$ cat src/rtl/rx_packet_check_preamble_pkg.sv
// Shared USB constants, status bit indices and sequencer state encoding.
package rx_packet_check_preamble_pkg;

   localparam int unsigned PID_W    = 4;
   localparam int unsigned ENG_ST_W = 4;
   localparam int unsigned STATUS_W = 6;

   // Token PIDs
   localparam logic [PID_W-1:0] PID_OUT   = 4'h1;
   localparam logic [PID_W-1:0] PID_IN    = 4'h9;
   localparam logic [PID_W-1:0] PID_SOF   = 4'h5;
   localparam logic [PID_W-1:0] PID_SETUP = 4'hD;
   // Data PIDs
   localparam logic [PID_W-1:0] PID_DATA0 = 4'h3;
   localparam logic [PID_W-1:0] PID_DATA1 = 4'hB;
   // Handshake PIDs
   localparam logic [PID_W-1:0] PID_ACK   = 4'h2;
   localparam logic [PID_W-1:0] PID_NAK   = 4'hA;
   localparam logic [PID_W-1:0] PID_STALL = 4'hE;
   // Special PIDs
   localparam logic [PID_W-1:0] PID_PRE   = 4'hC;

   localparam int unsigned LS_TIMEOUT_DEF = 1024;
   localparam int unsigned TO_W_DEF       = 11;

   // rx_cp_status bit positions; [3:0] carries the engine status
   localparam int unsigned STAT_PREAMBLE_SEEN = 5;
   localparam int unsigned STAT_LS_TIMEOUT    = 4;

   typedef enum logic [2:0] {
      ST_IDLE,
      ST_ARM,
      ST_WAIT_BUSY,
      ST_WAIT_DONE,
      ST_LS_ARM,
      ST_LS_WAIT_BUSY,
      ST_LS_WAIT_DONE,
      ST_ABORT_WAIT
   } state_t;

endpackage

$ cat src/rtl/rx_packet_check_preamble_ls_timeout_counter.sv
// Saturating cycle counter guarding the low-speed follower receive.
module rx_packet_check_preamble_ls_timeout_counter
   import rx_packet_check_preamble_pkg::*;
#(
   parameter int unsigned LIMIT = LS_TIMEOUT_DEF,
   parameter int unsigned W     = TO_W_DEF
) (
   input  logic clk,
   input  logic rst,
   input  logic clear,
   input  logic enable,
   output logic expired_c
);

   localparam logic [W-1:0] CNT_MAX = '1;
   localparam logic [W-1:0] LIMIT_W = W'(LIMIT);

   logic [W-1:0] count;

   // Count enabled cycles, holding at the top value instead of wrapping
   always_ff @(posedge clk) begin
      if (rst || clear) begin
         count <= '0;
      end else if (enable && (count != CNT_MAX)) begin
         count <= count + W'(1);
      end
   end

   assign expired_c = (count >= LIMIT_W);

endmodule

$ cat src/rtl/rx_packet_check_preamble.sv
// Host receive sequencer: one receive, optionally chased by a low-speed
// follower receive when a PREAMBLE PID comes back.
module rx_packet_check_preamble
   import rx_packet_check_preamble_pkg::*;
#(
   parameter logic [3:0]  PREAMBLE_PID = PID_PRE,
   parameter int unsigned LS_TIMEOUT   = LS_TIMEOUT_DEF,
   parameter int unsigned TO_W         = TO_W_DEF
) (
   input  logic                clk,
   input  logic                rst,
   input  logic                rx_cp_en,
   input  logic                preamble_enable,
   output logic                rx_cp_ready,
   output logic                rx_cp_done,
   output logic [PID_W-1:0]    rx_cp_pid,
   output logic [STATUS_W-1:0] rx_cp_status,
   output logic                rx_pkt_en,
   output logic                rx_pkt_abort,
   input  logic                rx_pkt_rdy,
   input  logic [PID_W-1:0]    rx_pkt_pid,
   input  logic [ENG_ST_W-1:0] rx_pkt_status,
   output logic                full_speed_bit_rate,
   output logic                full_speed_polarity,
   output logic                grab_line_control
);

   state_t                state;
   state_t                state_next;

   logic                  ready_next;
   logic                  done_next;
   logic [PID_W-1:0]      pid_next;
   logic [STATUS_W-1:0]   status_next;
   logic                  en_next;
   logic                  abort_next;
   logic                  rate_next;
   logic                  polarity_next;
   logic                  grab_next;

   logic                  to_clear_c;
   logic                  to_enable_c;
   logic                  to_expired_c;
   logic                  preamble_hit_c;

   assign preamble_hit_c = (rx_pkt_pid == PREAMBLE_PID) && preamble_enable &&
                           (rx_pkt_status == '0);
   assign to_enable_c    = (state == ST_LS_ARM) || (state == ST_LS_WAIT_BUSY) ||
                           (state == ST_LS_WAIT_DONE);

   rx_packet_check_preamble_ls_timeout_counter #(
      .LIMIT (LS_TIMEOUT),
      .W     (TO_W)
   ) u_ls_timeout (
      .clk       (clk),
      .rst       (rst),
      .clear     (to_clear_c),
      .enable    (to_enable_c),
      .expired_c (to_expired_c)
   );

   // State and output registers
   always_ff @(posedge clk) begin
      if (rst) begin
         state               <= ST_IDLE;
         rx_cp_ready         <= 1'b1;
         rx_cp_done          <= 1'b0;
         rx_cp_pid           <= '0;
         rx_cp_status        <= '0;
         rx_pkt_en           <= 1'b0;
         rx_pkt_abort        <= 1'b0;
         full_speed_bit_rate <= 1'b0;
         full_speed_polarity <= 1'b0;
         grab_line_control   <= 1'b0;
      end else begin
         state               <= state_next;
         rx_cp_ready         <= ready_next;
         rx_cp_done          <= done_next;
         rx_cp_pid           <= pid_next;
         rx_cp_status        <= status_next;
         rx_pkt_en           <= en_next;
         rx_pkt_abort        <= abort_next;
         full_speed_bit_rate <= rate_next;
         full_speed_polarity <= polarity_next;
         grab_line_control   <= grab_next;
      end
   end

   // Next-state logic; a finished LS receive beats a same-cycle timeout
   always_comb begin
      state_next = state;
      case (state)
         ST_IDLE:         if (rx_cp_en)     state_next = ST_ARM;
         ST_ARM:                            state_next = ST_WAIT_BUSY;
         ST_WAIT_BUSY:    if (!rx_pkt_rdy)  state_next = ST_WAIT_DONE;
         ST_WAIT_DONE:    if (rx_pkt_rdy)   state_next = preamble_hit_c ? ST_LS_ARM : ST_IDLE;
         ST_LS_ARM:                         state_next = ST_LS_WAIT_BUSY;
         ST_LS_WAIT_BUSY: begin
            if (!rx_pkt_rdy)        state_next = ST_LS_WAIT_DONE;
            else if (to_expired_c)  state_next = ST_ABORT_WAIT;
         end
         ST_LS_WAIT_DONE: begin
            if (rx_pkt_rdy)         state_next = ST_IDLE;
            else if (to_expired_c)  state_next = ST_ABORT_WAIT;
         end
         ST_ABORT_WAIT:   if (rx_pkt_rdy)   state_next = ST_IDLE;
         default:                           state_next = ST_IDLE;
      endcase
   end

   // Next-output logic; pulses default low, everything else holds
   always_comb begin
      ready_next    = rx_cp_ready;
      done_next     = 1'b0;
      pid_next      = rx_cp_pid;
      status_next   = rx_cp_status;
      en_next       = 1'b0;
      abort_next    = 1'b0;
      rate_next     = full_speed_bit_rate;
      polarity_next = full_speed_polarity;
      grab_next     = grab_line_control;
      to_clear_c    = 1'b0;
      case (state)
         ST_IDLE: begin
            if (rx_cp_en) begin
               ready_next  = 1'b0;
               status_next = '0;
            end
         end
         ST_ARM, ST_LS_ARM: en_next = 1'b1;
         ST_WAIT_DONE: begin
            if (rx_pkt_rdy) begin
               if (preamble_hit_c) begin
                  status_next[STAT_PREAMBLE_SEEN] = 1'b1;
                  grab_next     = 1'b1;
                  rate_next     = 1'b0;
                  polarity_next = 1'b1;
                  to_clear_c    = 1'b1;
               end else begin
                  pid_next                   = rx_pkt_pid;
                  status_next[ENG_ST_W-1:0]  = rx_pkt_status;
                  done_next                  = 1'b1;
                  ready_next                 = 1'b1;
               end
            end
         end
         ST_LS_WAIT_BUSY: begin
            if (rx_pkt_rdy && to_expired_c) begin
               abort_next                   = 1'b1;
               status_next[STAT_LS_TIMEOUT] = 1'b1;
            end
         end
         ST_LS_WAIT_DONE: begin
            if (rx_pkt_rdy) begin
               pid_next                  = rx_pkt_pid;
               status_next[ENG_ST_W-1:0] = rx_pkt_status;
               grab_next                 = 1'b0;
               rate_next                 = 1'b0;
               done_next                 = 1'b1;
               ready_next                = 1'b1;
            end else if (to_expired_c) begin
               abort_next                   = 1'b1;
               status_next[STAT_LS_TIMEOUT] = 1'b1;
            end
         end
         ST_ABORT_WAIT: begin
            if (rx_pkt_rdy) begin
               pid_next                  = '0;
               status_next[ENG_ST_W-1:0] = '0;
               grab_next                 = 1'b0;
               done_next                 = 1'b1;
               ready_next                = 1'b1;
            end
         end
         default: ;
      endcase
   end

endmodule

$ cat config.mk
export PLATFORM = sky130hd
export DESIGN_NAME = rx_packet_check_preamble
export DESIGN_NICKNAME = d
export VERILOG_FILES = /design/src/rtl/rx_packet_check_preamble_pkg.sv /design/src/rtl/rx_packet_check_preamble_ls_timeout_counter.sv /design/src/rtl/rx_packet_check_preamble.sv
export SDC_FILE = /design/constraint.sdc
export NUM_CORES = 1
export LEC_CHECK = 0
export CAP_MARGIN = 5
export CELL_PAD_IN_SITES_DETAIL_PLACEMENT = 0
export CELL_PAD_IN_SITES_GLOBAL_PLACEMENT = 1
export CORE_ASPECT_RATIO = 0.75
export CORE_MARGIN = 2
export CORE_UTILIZATION = 34
export CTS_CLUSTER_DIAMETER = 50
export DETAILED_ROUTE_END_ITERATION = 16
export PLACE_DENSITY = 0.81
export SYNTH_ARGS = -nofsm -noshare
export SYNTH_HDL_FRONTEND = slang
export SYNTH_HIERARCHICAL = 1
export SYNTH_SLANG_ARGS = --single-unit
$ cat constraint.sdc
create_clock -name clk -period 2.4 [get_ports clk]
set_clock_uncertainty 0.15 [all_clocks]
set_input_delay 0.48 -clock clk [delete_from_list [all_inputs] [get_ports clk]]
set_output_delay 0.48 -clock clk [all_outputs]
set_load 0.05 [all_outputs]
==> summary.txt <==
Floorplan
  • Die X: 80.8 um
  • Core area: a little over 4000 sq um
  • Starting density of the core: 0.362
  • DIE AREA: 4980 sq um
  • Number of I/O pins: 30
  • Die outline height: 61.6 um
  • Cell Rows: 20

Global routing
  • GR Layer Usage met1: 0.216
  • Met3 Usage GRT: 0.0455
  • GRT busiest layer: met1
  • Initial antenna violation count: 0
  • Vias in the first global route: 1205
  • Largest net degree at the start of global routing: 14
  • GRT Util Overall: 0.152
  • Met2 Usage GRT: 0.209
  • GRT overflow: 0
  • First-pass GRT wire length: 5610 um

Power and ir drop
  • Worst vdd ir: 0.000249 V
  • P per Cell Area: 553 nW/um^2
  • Overall power: 1.12 mW
  • Total leakage power: roughly 0.76 nW

Drt
  • Total iterations of the first detailed-routing run: 4
  • Vias/cell: 5.09
  • Antenna-violating nets left: 0
  • Via Count: 1374
  • Post-route DRC: 0
  • Drt first-iter violations: 73
  • WL/cell: between 10 and 15 um
  • Total Routed Length: 3390 um

Logic synthesis
  • Cells after Synth: 175
  • Synth area leaders: dfxtp_1, mux2i_1, nand2_1
  • Syn_nets: 190
  • Avg Cell Area, Syn: around 8.6 sq um
  • Synth top area share: 0.399
  • Post-Syn Area: 1510 sq um
  • YS warnings: 6
  • Async S/R FF share, synth: 0
  • Synth unique cells: 48
  • Prevailing post-synth register cell: dfxtp_1
  • Seq/Total Area, Yosys: 0.399
  • Synthesized flop and latch total: 30
  • Number of synthesized flops with an enable pin: 0
  • Yosys top cell by area: dfxtp_1

Final layout
  • Diode count: 0
  • FILL cells: 425
  • Nets: 229
  • Area grow syn2layout: 34.7%
  • Cell area after layout: 2030 sq um
  • Layout cells sized above 1: 0.205

Clock network
  • Root buffer cell: clkbuf_8
  • H-tree Lvls: 2
  • Buffers inserted by post-CTS timing repair: 0
  • Sinks on Clock Net: 30
  • Latest clock arrival within the worst-skew pair: 290 ps
  • CTS tree: yes
  • CTS buffer count: 5
  • Clock buffer depth: 2
  • Clock transition at the registers of the reported paths: roughly 70 ps

Critical path
  • Type of origin of the critical path: primary input
  • Worst EP required: 2410 ps
  • CP Capture Type: flip-flop
  • Critical path buffers and inverters: 2
  • Reg2reg start: state[1]
  • Reg-to-reg endpoint: rx_cp_ready
  • WS Path Type: primary input to flip-flop
  • Largest stage delay on the critical path: about 500 ps
  • Critical Path Fanout Max: 7
  • Crit path depth: 8
  • Top delay family on crit path: simple AND/OR/NAND/NOR gates
  • R2r setup slk: 430 ps
  • Worst path most repeated cell: or4_4
  • FF-to-FF path depth: 5
  • Data arrival, critical path: 2350 ps
  • Slowest-stage cell, CP: or4_4
  • CP cell instances: clkdlybuf4s15_1 -> or4_4 -> or3_4 -> or4_4 -> inv_4 -> nor2_4 -> o311ai_2 -> o41ai_1

Timing
  • Final slew viol count: 0
  • Final worst-path cycle share: 0.972
  • RSZ-0062 raised after global routing: false
  • Min Clock Period, post-route: approximately 2300 ps
  • Slew margin rel.: 0.650
  • Max Freq: 429 MHz
  • Worst-margin pin slew: 524 ps
  • Endpoints failing hold: 0
  • Setup violations, final: 0

Min path
  • Tightest Hold Check Type: primary input to flip-flop
  • Worst Hold Path EP: rx_cp_status[2]
  • Min-delay src: rx_pkt_status[2]
  • Hold path cells: 3

Place
  • Detailed placement HPWL: 2440 um
  • IO buf count: 28
  • DP Area: 1910 sq um
  • Routability Congestion: 0.813

Job
  • Max Cap Violations: 0

Run status
  • Status: completed
==> synth_stat cells (all sizes together) (2+ instances only) <==
master	count
a21oi	6
a31oi	7
and2	3
and3	2
and4	2
buf	4
clkbuf	6
dfxtp	30
ha	2
inv	8
mux2i	9
nand2	21
nand2b	10
nand3	7
nand4	2
nor2	15
nor3	5
o21ai	10
o31ai	2
or2	2
or3	2
or3b	2
or4	2
xnor2	2
==> cells in the final DEF (no fill, tap or decap), types with 2 or more instances in the layout <==
cell type	n
or4_4	2
clkbuf_8	8
buf_2	2
o21ai_1	2
dfxtp_1	30
xnor2_1	2
ha_1	2
and2_1	3
buf_4	14
mux2i_1	9
o31ai_4	2
a31oi_1	7
nand3_1	5
inv_1	7
nor3_1	4
o21ai_0	8
nand2b_1	10
clkdlybuf4s50_1	21
nand4_1	2
a21oi_1	5
nor2_1	14
nand2_1	20
nand3_2	2
dlygate4sd2_1	4
==> repair_timing <==
action / CTS / global route
hold buffers: 0 / 0
pin swaps: 6 / 1
resized for setup: 20 / 0
endpoints found under the setup margin: 17 / 6
==> routing by layer <==
metal / up-vias / part of all wire
met3: 7 / 0.054
met1: 638 / 0.53
met4: 0 / 0.020
met2: 37 / 0.40
met5: - / 0
li1: 692 / -
==> worst max path at each step <==
stage	start	to	slack, ps
2_1_floorplan	rx_pkt_status[0]	u_ls_timeout/count[7]	-40
3_3_place_gp	rx_pkt_pid[3]	u_ls_timeout/count[7]	-480
3_5_place_dp	rx_pkt_status[0]	u_ls_timeout/count[7]	-510
4_1_cts	rx_pkt_status[3]	u_ls_timeout/count[7]	8
5_1_grt	rx_pkt_status[3]	u_ls_timeout/count[7]	20
6_report	rx_pkt_status[3]	u_ls_timeout/count[7]	70
==> per-stage QoR <==
stage / utilization / cells / TNS [ps] / hold slack (ps) / worst slack (ps)
CTS: 0.488 / 270 / 0 / 299 / 8.01
finish: 0.488 / 270 / 0 / 303 / 67.6
global route: 0.488 / 270 / 0 / 311 / 18.8
global placement: 0.460 / 262 / -7360 / 293 / -480
floorplan: - / 175 / -63.9 / 323 / -43.4
detailed placement: 0.460 / 262 / -7730 / 293 / -511
==> logic make-up (layout without fill, tap and decap cells) <==
| group | after synthesis | after routing | share of synthesized area |
|---|---|---|---|
| AO/OA/AOI/OAI | 35 | 35 | 0.170 |
| other | 1 | 1 | 0.00249 |
| XOR/XNOR | 2 | 2 | 0.0116 |
| adder cells (fa/ha/maj) | 2 | 2 | 0.0166 |
| flip-flops | 30 | 30 | 0.399 |
| multiplexers | 9 | 9 | 0.0599 |
| buffers and inverters | 18 | 58 | 0.0532 |
| AND/OR/NAND/NOR | 78 | 78 | 0.287 |
==> area by class of cell <==
| type | count | area [sq um] | area share |
|---|---|---|---|
| Inverter | 8 | 32.5 | 0.0160 |
| Sequential cell | 30 | 601 | 0.296 |
| Clock buffer | 8 | 110 | 0.0543 |
| Timing Repair Buffer | 42 | 370 | 0.183 |
| Tap cell | 55 | 68.8 | 0.0340 |
| Multi-Input combinational cell | 127 | 845 | 0.417 |
==> sequential cells by signal (all words and copies together) (netlist names), 3 cells and up <==
name and flops:
rx_cp_status 6, u_ls_timeout/count 11, rx_cp_pid 4, state 3
==> worst min-delay path: cells and delay by family <==
family,cells,cell delay (ps)
buf+inv,1,100
simple gates,1,50
mux,1,50
==> power by group <==
part	leakage [nW]	internal (mW)	switching, mW	total [mW]
Combinational	0.462	0.0589	0.0669	0.126
Clock	0.0575	0.289	0.197	0.486
Sequential	0.242	0.505	0.00352	0.509
Total	0.762	0.853	0.267	1.12
(Power assumes the default switching activity.)
